`config.mk`:
```
export PLATFORM = sky130hd
export DESIGN_NAME = bin2bcd_serial
export DESIGN_NICKNAME = d
export VERILOG_FILES = /design/src/rtl/bcd_pkg.sv /design/src/rtl/bcd_add3.sv /design/src/rtl/bin2bcd_serial.sv
export SDC_FILE = /design/constraint.sdc
export NUM_CORES = 1
export LEC_CHECK = 0
export CAP_MARGIN = 20
export CORE_MARGIN = 4
export CORE_UTILIZATION = 57
export CTS_BUF_LIST = sky130_fd_sc_hd__clkbuf_4
export DETAILED_ROUTE_END_ITERATION = 6
export PLACE_DENSITY_LB_ADDON = 0.05
export SYNTH_ARGS = -nofsm -noshare
export SYNTH_HDL_FRONTEND = slang
export SYNTH_SLANG_ARGS = --single-unit
```
`constraint.sdc`:
```
create_clock -name clk -period 1.7 [get_ports clk]
set_input_delay 0.17 -clock clk [delete_from_list [all_inputs] [get_ports clk]]
set_output_delay 0.17 -clock clk [all_outputs]
set_load 0.005 [all_outputs]
```
`src/rtl/bcd_pkg.sv`:
```
// rtl/bcd_pkg.sv - shared types and constants for the serial binary-to-BCD converter
package bcd_pkg;

    typedef enum logic [1:0] {
        IDLE  = 2'd0,
        SHIFT = 2'd1,
        DONE  = 2'd2
    } b2d_state_t;

    localparam int         BCD_DIGIT_W    = 4;
    localparam logic [3:0] BCD_ADJ_THRESH = 4'd5;

endpackage

```
`src/rtl/bcd_add3.sv`:
```
// rtl/bcd_add3.sv - double-dabble digit correction: add 3 when the digit is 5 or more
//
// Ports:
//   digit_in   BCD digit before the shift
//   digit_out  corrected digit, ready to be shifted left by one
module bcd_add3
    import bcd_pkg::*;
(
    input  logic [BCD_DIGIT_W-1:0] digit_in,
    output logic [BCD_DIGIT_W-1:0] digit_out
);

    // 4-bit wrap is harmless: a valid BCD digit never exceeds 9, so 9+3=12 fits.
    always_comb begin
        digit_out = digit_in;
        if (digit_in >= BCD_ADJ_THRESH) begin
            digit_out = digit_in + 4'd3;
        end
    end

endmodule

```
`src/rtl/bin2bcd_serial.sv`:
```
// rtl/bin2bcd_serial.sv - sequential sign/magnitude to packed BCD converter (shift-add-3)
//
// Optional feature macro: BIN2BCD_DIGCNT_EN adds the out_ndig significant-digit count.
//
// Ports:
//   clk, rst_n            clock; asynchronous active-low reset
//   in_valid/in_ready     input handshake; ready only while idle
//   in_sign, in_mag       sign flag and unsigned magnitude to convert
//   out_valid/out_ready   output handshake; result held until accepted
//   out_sign              negative flag, never set for a zero magnitude
//   out_bcd               packed digits, digit k at [4k+3:4k], digit 0 = units
//   out_ndig              index of the highest nonzero digit + 1, minimum 1
module bin2bcd_serial
    import bcd_pkg::*;
#(
    parameter int DATA_W = 25,
    parameter int DIGITS = 8
) (
    input  logic                         clk,
    input  logic                         rst_n,
    input  logic                         in_valid,
    output logic                         in_ready,
    input  logic                         in_sign,
    input  logic [DATA_W-1:0]            in_mag,
    output logic                         out_valid,
    input  logic                         out_ready,
    output logic                         out_sign,
`ifdef BIN2BCD_DIGCNT_EN
    output logic [$clog2(DIGITS+1)-1:0]  out_ndig,
`endif
    output logic [BCD_DIGIT_W*DIGITS-1:0] out_bcd
);

    localparam int BCD_W  = BCD_DIGIT_W * DIGITS;
    localparam int CNT_W  = $clog2(DATA_W + 1);
    localparam int NDIG_W = $clog2(DIGITS + 1);
    localparam logic [CNT_W-1:0] CNT_LAST = CNT_W'(DATA_W - 1);

    function automatic longint unsigned pow10(input int n);
        longint unsigned p;
        p = 64'd1;
        for (int i = 0; i < n; i++) begin
            p = p * 64'd10;
        end
        return p;
    endfunction

    // The digit field must hold the largest magnitude; otherwise the top digit
    // would silently wrap since digits do not carry into one another.
    if (pow10(DIGITS) <= ((64'd1 << DATA_W) - 64'd1)) begin : g_bad_params
        $error("bin2bcd_serial: DIGITS too small for DATA_W");
    end

    b2d_state_t        state_q, state_d;
    logic [CNT_W-1:0]  cnt_q, cnt_d;
    logic [DATA_W-1:0] mag_q, mag_d;
    logic [BCD_W-1:0]  bcd_q, bcd_d;
    logic              sign_q, sign_d;
    logic [BCD_W-1:0]  out_bcd_q, out_bcd_d;
    logic              out_sign_q, out_sign_d;

    logic [BCD_W-1:0]  bcd_adj;
    logic [BCD_W-1:0]  bcd_shift;
    logic [DATA_W-1:0] mag_shift;

    for (genvar k = 0; k < DIGITS; k++) begin : g_digit
        bcd_add3 u_add3 (
            .digit_in  (bcd_q[BCD_DIGIT_W*k +: BCD_DIGIT_W]),
            .digit_out (bcd_adj[BCD_DIGIT_W*k +: BCD_DIGIT_W])
        );
    end

    // One double-dabble step: the magnitude MSB enters the units digit.
    always_comb begin
        {bcd_shift, mag_shift} = {bcd_adj, mag_q} << 1;
    end

`ifdef BIN2BCD_DIGCNT_EN
    logic [NDIG_W-1:0] out_ndig_q, out_ndig_d;

    function automatic logic [NDIG_W-1:0] count_digits(input logic [BCD_W-1:0] bcd);
        logic [NDIG_W-1:0] n;
        n = NDIG_W'(1);
        for (int k = 0; k < DIGITS; k++) begin
            if (bcd[BCD_DIGIT_W*k +: BCD_DIGIT_W] != '0) begin
                n = NDIG_W'(k + 1);
            end
        end
        return n;
    endfunction

    assign out_ndig = out_ndig_q;
`endif

    always_comb begin
        state_d    = state_q;
        cnt_d      = cnt_q;
        mag_d      = mag_q;
        bcd_d      = bcd_q;
        sign_d     = sign_q;
        out_bcd_d  = out_bcd_q;
        out_sign_d = out_sign_q;
`ifdef BIN2BCD_DIGCNT_EN
        out_ndig_d = out_ndig_q;
`endif
        case (state_q)
            IDLE: begin
                if (in_valid) begin
                    state_d = SHIFT;
                    mag_d   = in_mag;
                    bcd_d   = '0;
                    // Folding the zero test in here rules out a negative zero.
                    sign_d  = in_sign & (in_mag != '0);
                    cnt_d   = '0;
                end
            end
            SHIFT: begin
                mag_d = mag_shift;
                bcd_d = bcd_shift;
                cnt_d = cnt_q + CNT_W'(1);
                if (cnt_q == CNT_LAST) begin
                    state_d    = DONE;
                    out_bcd_d  = bcd_shift;
                    out_sign_d = sign_q;
`ifdef BIN2BCD_DIGCNT_EN
                    out_ndig_d = count_digits(bcd_shift);
`endif
                end
            end
            DONE: begin
                if (out_ready) begin
                    state_d = IDLE;
                end
            end
            default: begin
                state_d = IDLE;
            end
        endcase
    end

    always_ff @(posedge clk or negedge rst_n) begin
        if (!rst_n) begin
            state_q    <= IDLE;
            cnt_q      <= '0;
            mag_q      <= '0;
            bcd_q      <= '0;
            sign_q     <= 1'b0;
            out_bcd_q  <= '0;
            out_sign_q <= 1'b0;
`ifdef BIN2BCD_DIGCNT_EN
            out_ndig_q <= '0;
`endif
        end else begin
            state_q    <= state_d;
            cnt_q      <= cnt_d;
            mag_q      <= mag_d;
            bcd_q      <= bcd_d;
            sign_q     <= sign_d;
            out_bcd_q  <= out_bcd_d;
            out_sign_q <= out_sign_d;
`ifdef BIN2BCD_DIGCNT_EN
            out_ndig_q <= out_ndig_d;
`endif
        end
    end

    assign in_ready  = (state_q == IDLE);
    assign out_valid = (state_q == DONE);
    assign out_bcd   = out_bcd_q;
    assign out_sign  = out_sign_q;

endmodule

```
==> results of run 1 <==
## sequential cells by signal, summed over array words and instances (netlist names)
signal,flops
bcd_q,32
cnt_q,5
mag_q,25
out_bcd,32
out_sign,1
sign_q,1
state_q,2
## timing repair
action | in CTS | in global routing
hold buffers | 1 | 0
hold endpoints to repair | 98 | 0
setup endpoints to repair | 43 | 26
buffers inserted | 1 | 2
pin swaps | 0 | 2
resized for setup | 7 | 12
## worst reg2reg max path: stages, from the launching register on
cell and delay (ns):
dfrtp_1 0.43, inv_1 0.12, ha_1 0.19, nand2b_1 0.09, a21oi_2 0.17, mux2_2 0.37, o21ai_0 0.17
## cell type report
| class | count | share of cell area |
|---|---|---|
| flip-flops and latches | 98 | 0.431 |
| multi-input cells | 328 | 0.352 |
| repair buffers | 92 | 0.160 |
| well taps | 102 | 0.0224 |
| inverters | 19 | 0.0125 |
| clock buffers | 9 | 0.0119 |
| clock inverters | 6 | 0.0103 |
## worst paths after layout
| kind | start | end | slack [ns] | cells after the start |
|---|---|---|---|---|
| max in group asynchronous | rst_n | mag_q[1]$_DFFE_PN0P_ | 0.98 | 3 |
| worst max register to register | bcd_q[0]$_DFFE_PN0P_ | bcd_q[2]$_DFFE_PN0P_ | 0.07 | 6 |
| worst min register to register | out_bcd[17]$_DFFE_PN0P_ | out_bcd[17]$_DFFE_PN0P_ | 0.49 | 2 |
| worst min-delay path | out_ready | state_q[1]$_DFFE_PN0P_ | 0.30 | 2 |
| min in group asynchronous | rst_n | out_bcd[9]$_DFFE_PN0P_ | 0.32 | 3 |
| worst max-delay path | bcd_q[0]$_DFFE_PN0P_ | bcd_q[2]$_DFFE_PN0P_ | 0.07 | 6 |
## power by group through the flow
stage | clock [W] | sequential (W) | combinational, W
final | 0.00116 | 0.00400 | 0.00448
after detailed placement | 0 | 0.00401 | 0.00436
after global placement | 0 | 0.00396 | 0.00411
after global routing | 0.00130 | 0.00413 | 0.00505
after CTS | 0.00119 | 0.00397 | 0.00440
after floorplan | 0 | 0.00385 | 0.00286
## cells in the mapped netlist, drive strengths merged
cell type  number  share of area
a21oi          23          0.025
nand4           3         0.0041
ha             18          0.049
dfrtp          98           0.53
nor3b          16          0.026
nor3            1         0.0011
nand2          81          0.068
o31ai          10          0.016
inv            19          0.015
clkbuf          8         0.0065
a32o            8          0.017
nand3          20          0.022
or3b            1         0.0024
nor2b           1         0.0014
and4b           1         0.0022
nor2           18          0.015
xnor2           8          0.015
o21ai          70          0.076
a22oi          17          0.028
o22ai           7         0.0095
mux2           10          0.024
nor4            5         0.0068
buf            17          0.023
nand2b         10          0.014
## cells by family after synthesis
| kind of cell | after synthesis | synth area share |
|---|---|---|
| AOI/OAI and AO/OA | 135 | 0.172 |
| xor gates and xnor gates | 8 | 0.0152 |
| adders and majority gates | 18 | 0.0489 |
| buffers and inverters | 44 | 0.0446 |
| DFF | 98 | 0.533 |
| muxes | 10 | 0.0245 |
| and+or+nand+nor | 157 | 0.162 |
## stage by stage
step                      cells  hold WS, ns  cell area (um2)  setup TNS, ns
final                       654        0.296             5690              0
after global routing        654        0.296             5690        -0.0109
after CTS                   652        0.274             5640              0
after detailed placement    635        0.272             5480          -6.45
after global placement      635        0.267             5480          -4.48
after floorplan             470       -0.126             4600              0
## per-layer routing
layer	track usage	wire length [um]	up-vias
met5	0	0	-
met4	0.0671	186	0
met3	0.0300	423	17
met2	0.358	4860	84
met1	0.261	4210	1768
li1	-	-	1803
==> results.json, run 1 <==
{
  "status": "finished clean",
  "nFillCells": 619,
  "cts_root_buffer": "clkbuf_4",
  "p_int_w": 0.00596,
  "grt_pass1_vias": 3573,
  "die-area_um2": 9580,
  "drtIter0Drc": 149,
  "finalSetupViolations": 0,
  "max_cap_viol_count": 0,
  "syn_inst": 470,
  "cellLeakagePower_nw": 2.49,
  "cts_max_level": 3,
  "timing.final.ws_setup_ns": 0.0738,
  "endpoint_kind": "register",
  "synth_fp_nets": 518,
  "clock.fmax_ghz": 0.615,
  "multiInputGateArea_um2": 2000,
  "clock-skew-final_ns": 0.0208,
  "period_minus_slack_ns": 1.63,
  "drc": 0,
  "antenna_left": 0,
  "setup.worst_path.start_class": "register",
  "viasPerCell": 5.61,
  "vias": 3672,
  "critical_path.top_delay_family": "flip-flops",
  "syn_area_per_cell_um2": 9.80,
  "slew_headroom": 0.567,
  "critPathSlowestCell": "dfrtp_1",
  "ys_ff_latch": 98,
  "p_sw_w": 0.00369,
  "clock-sinks": 98,
  "antennaDiodeCount": 0,
  "worstPathRequired_ns": 2.03,
  "min_path_type": "in -> reg",
  "die_width_um": 97.9,
  "final.period_utilization": 0.957,
  "final-seq-area_um2": 2450,
  "routabilityCongestion": 0.806,
  "place_hpwl_um": 6830,
  "start_util": 0.590,
  "finalMaxSlewViolations": 0,
  "clockBufferDepth": 2,
  "io_pins": 65,
  "first_pass_iters": 5,
  "fin_nets": 596,
  "power_per_cell_area_nw_per_um2": 1700,
  "power_frac_seq": 0.415,
  "syn2layout_area_growth_pct": 23.6,
  "crit_fanout": 3,
  "grt_max_degree": 99,
  "total_power_w": 0.00965,
  "clkPwrFrac": 0.121,
  "routedWlPerCell_um": 14.8,
  "core_um2": 7810,
  "cts_tree": "yes",
  "insertion_delay_ns": 0.42,
  "grt_pass1_wl_um": 16100,
  "layout_common_cells": "97 x dfrtp_1, 79 x nand2_1, 61 x clkdlybuf4s50_1",
  "synth_area_um2": 4600,
  "hold_violations": 0,
  "layout_commonest_cell": "dfrtp_1",
  "critPathMaxStageDelay_ns": 0.43,
  "port_buffers": 64,
  "tightestPinTransition_ns": 0.648,
  "dp_slack_ns": -0.377,
  "yosys_warnings": 0,
  "p_comb_frac": 0.465,
  "peakVddDrop_uv": 800,
  "cp_data_arrival_time_ns": 1.96,
  "placementRows": 32,
  "drt_wl_total_um": 9690,
  "fin_util": 0.729,
  "worstSetupPathType": "reg -> reg",
  "overflow": 0,
  "yosysSeqAreaShare": 0.533,
  "crit_chain": "inv_1 -> ha_1 -> nand2b_1 -> a21oi_2 -> mux2_2 -> o21ai_0",
  "clkTransAtPathRegs_ns": 0.15,
  "grt_util_all_layers": 0.204,
  "swShare": 0.382,
  "numCtsBuffers": 9,
  "crit_buf_inv": 1,
  "die_h_um": 97.9,
  "drive_above_1_share": 0.123,
  "yosysUniqueCellTypes": 30,
  "grt_antenna_before_repair": 0
}
(Power assumes the default switching activity.)
==> inputs of run 2 (changes only) <==
CORE_UTILIZATION = 55   (was 57)
HOLD_SLACK_MARGIN = 0.12   (was default)
==> run 2 against run 1 <==
Via count up 0.52%. Clock skew down 0.0049 ns. Worst setup slack worse by 0.012 ns. Sequential cell count unchanged. Hold slack worse by 0.12 ns. Highest routed layer unchanged.
==> results.json, run 2 (synthesized netlist as in run 1, its figures left out) <==
{
  "die-area_um2": 9900,
  "cp_data_arrival_time_ns": 2.00,
  "cellLeakagePower_nw": 2.51,
  "grt_antenna_before_repair": 1,
  "final.period_utilization": 0.964,
  "worstSetupPathType": "reg -> reg",
  "numCtsBuffers": 9,
  "routedWlPerCell_um": 15.0,
  "max_cap_viol_count": 0,
  "port_buffers": 64,
  "clock.fmax_ghz": 0.610,
  "layout_commonest_cell": "dfrtp_1",
  "syn2layout_area_growth_pct": 24.3,
  "start_util": 0.563,
  "grt_pass1_wl_um": 16900,
  "fin_nets": 600,
  "cts_max_level": 3,
  "hold_slack_ns": 0.172,
  "instances_no_fill": 663,
  "io_pins": 65,
  "grt_pass1_vias": 3680,
  "crit_fanout": 18,
  "cts_root_buffer": "clkbuf_4",
  "endpoint_kind": "register",
  "reg2regPathDepth": 6,
  "drt_wl_total_um": 9910,
  "grt_max_degree": 40,
  "layout_common_cells": "96 x dfrtp_1, 79 x nand2_1, 61 x clkdlybuf4s50_1",
  "antenna_left": 0,
  "insertion_delay_ns": 0.44,
  "clockBufferDepth": 2,
  "placementRows": 33,
  "viasPerCell": 5.57,
  "vias": 3691,
  "status": "finished clean",
  "fin_area_um2": 5720,
  "grt_util_all_layers": 0.213,
  "place_hpwl_um": 7130,
  "die_h_um": 99.5,
  "setup.worst_path.start_class": "register",
  "core_um2": 8180,
  "rsz0062_at_grt": "true",
  "drive_above_1_share": 0.133,
  "power_per_cell_area_nw_per_um2": 1680,
  "drc": 0,
  "worstPathRequired_ns": 2.06,
  "hold_violations": 0,
  "total_power_w": 0.00960,
  "clkTransAtPathRegs_ns": 0.15,
  "cts_tree": "yes",
  "finalSetupViolations": 0,
  "placed_area_um2": 5520,
  "place_inst": 640,
  "overflow": 0,
  "min_path_type": "in -> async",
  "first_pass_iters": 4,
  "finalMaxSlewViolations": 0,
  "tightestPinTransition_ns": 0.529,
  "clock-skew-final_ns": 0.0159,
  "slew_headroom": 0.647,
  "period_minus_slack_ns": 1.64,
  "peakVddDrop_uv": 895,
  "routabilityCongestion": 0.803,
  "drtIter0Drc": 141,
  "clock-sinks": 98,
  "die_width_um": 99.5
}
==> run 2: final timing paths <==
check	end	from	slack, ns
setup / recovery	bcd_q[2]$_DFFE_PN0P_	state_q[0]$_DFFE_PN0P_	0.06
hold / removal	out_bcd[13]$_DFFE_PN0P_	rst_n	0.17
setup reg to reg	bcd_q[2]$_DFFE_PN0P_	state_q[0]$_DFFE_PN0P_	0.06
hold reg to reg	out_bcd[30]$_DFFE_PN0P_	out_bcd[30]$_DFFE_PN0P_	0.49
max in group asynchronous	state_q[0]$_DFFE_PN0P_	rst_n	0.98
min in group clk	state_q[1]$_DFFE_PN0P_	out_ready	0.27
==> run 2: where the power goes <==
| part | internal [W] | switching, W | total [W] |
|---|---|---|---|
| clock | 0.000320 | 0.000763 | 0.00108 |
| sequential | 0.00325 | 0.000753 | 0.00400 |
| combinational | 0.00228 | 0.00223 | 0.00451 |
| total | 0.00586 | 0.00374 | 0.00960 |
==> run 2: area by class of cell <==
cell class	instances	area, um2
inverter	19	71.3
timing repair buffer	96	961
clock buffer	10	75.1
multi-input combinational	328	1990
sequential	98	2450
antenna	1	2.50
fill	648	2450
tap	105	131
clock inverter	6	42.5
==> run 2: per-stage QoR <==
stage	worst slack, ns	TNS [ns]	util
after floorplan	0.159	0	-
after detailed placement	0.00125	0	0.676
after CTS	0.0111	0	0.693
after global routing	-0.0322	-0.105	0.700
final	0.0615	0	0.700
after global placement	0.0145	0	0.676
==> run 2: timing repair <==
item                                   CTS  global route
hold buffers                             1             0
setup buffers                            2             3
pin swaps                                0             2
cloned                                   0             0
setup endpoints to repair                2            25
endpoints found under the hold margin   98             0
gates resized for setup                  3            15
==> run 2: per-layer routing <==
layer | vias to the layer above | track usage | wire length [um]
li1 | 1825 | - | -
met1 | 1763 | 0.274 | 4410
met2 | 87 | 0.353 | 4800
met3 | 16 | 0.0456 | 531
met4 | 0 | 0.0819 | 173
met5 | - | 0 | 0
==> run 2: critical path, stage by stage, from the launching register on <==
cell     delay [ns]
dfrtp_2        0.45
buf_4          0.15
nor2b_2        0.18
nor2_2         0.44
buf_12         0.21
nand2_1        0.05
o21ai_0        0.07
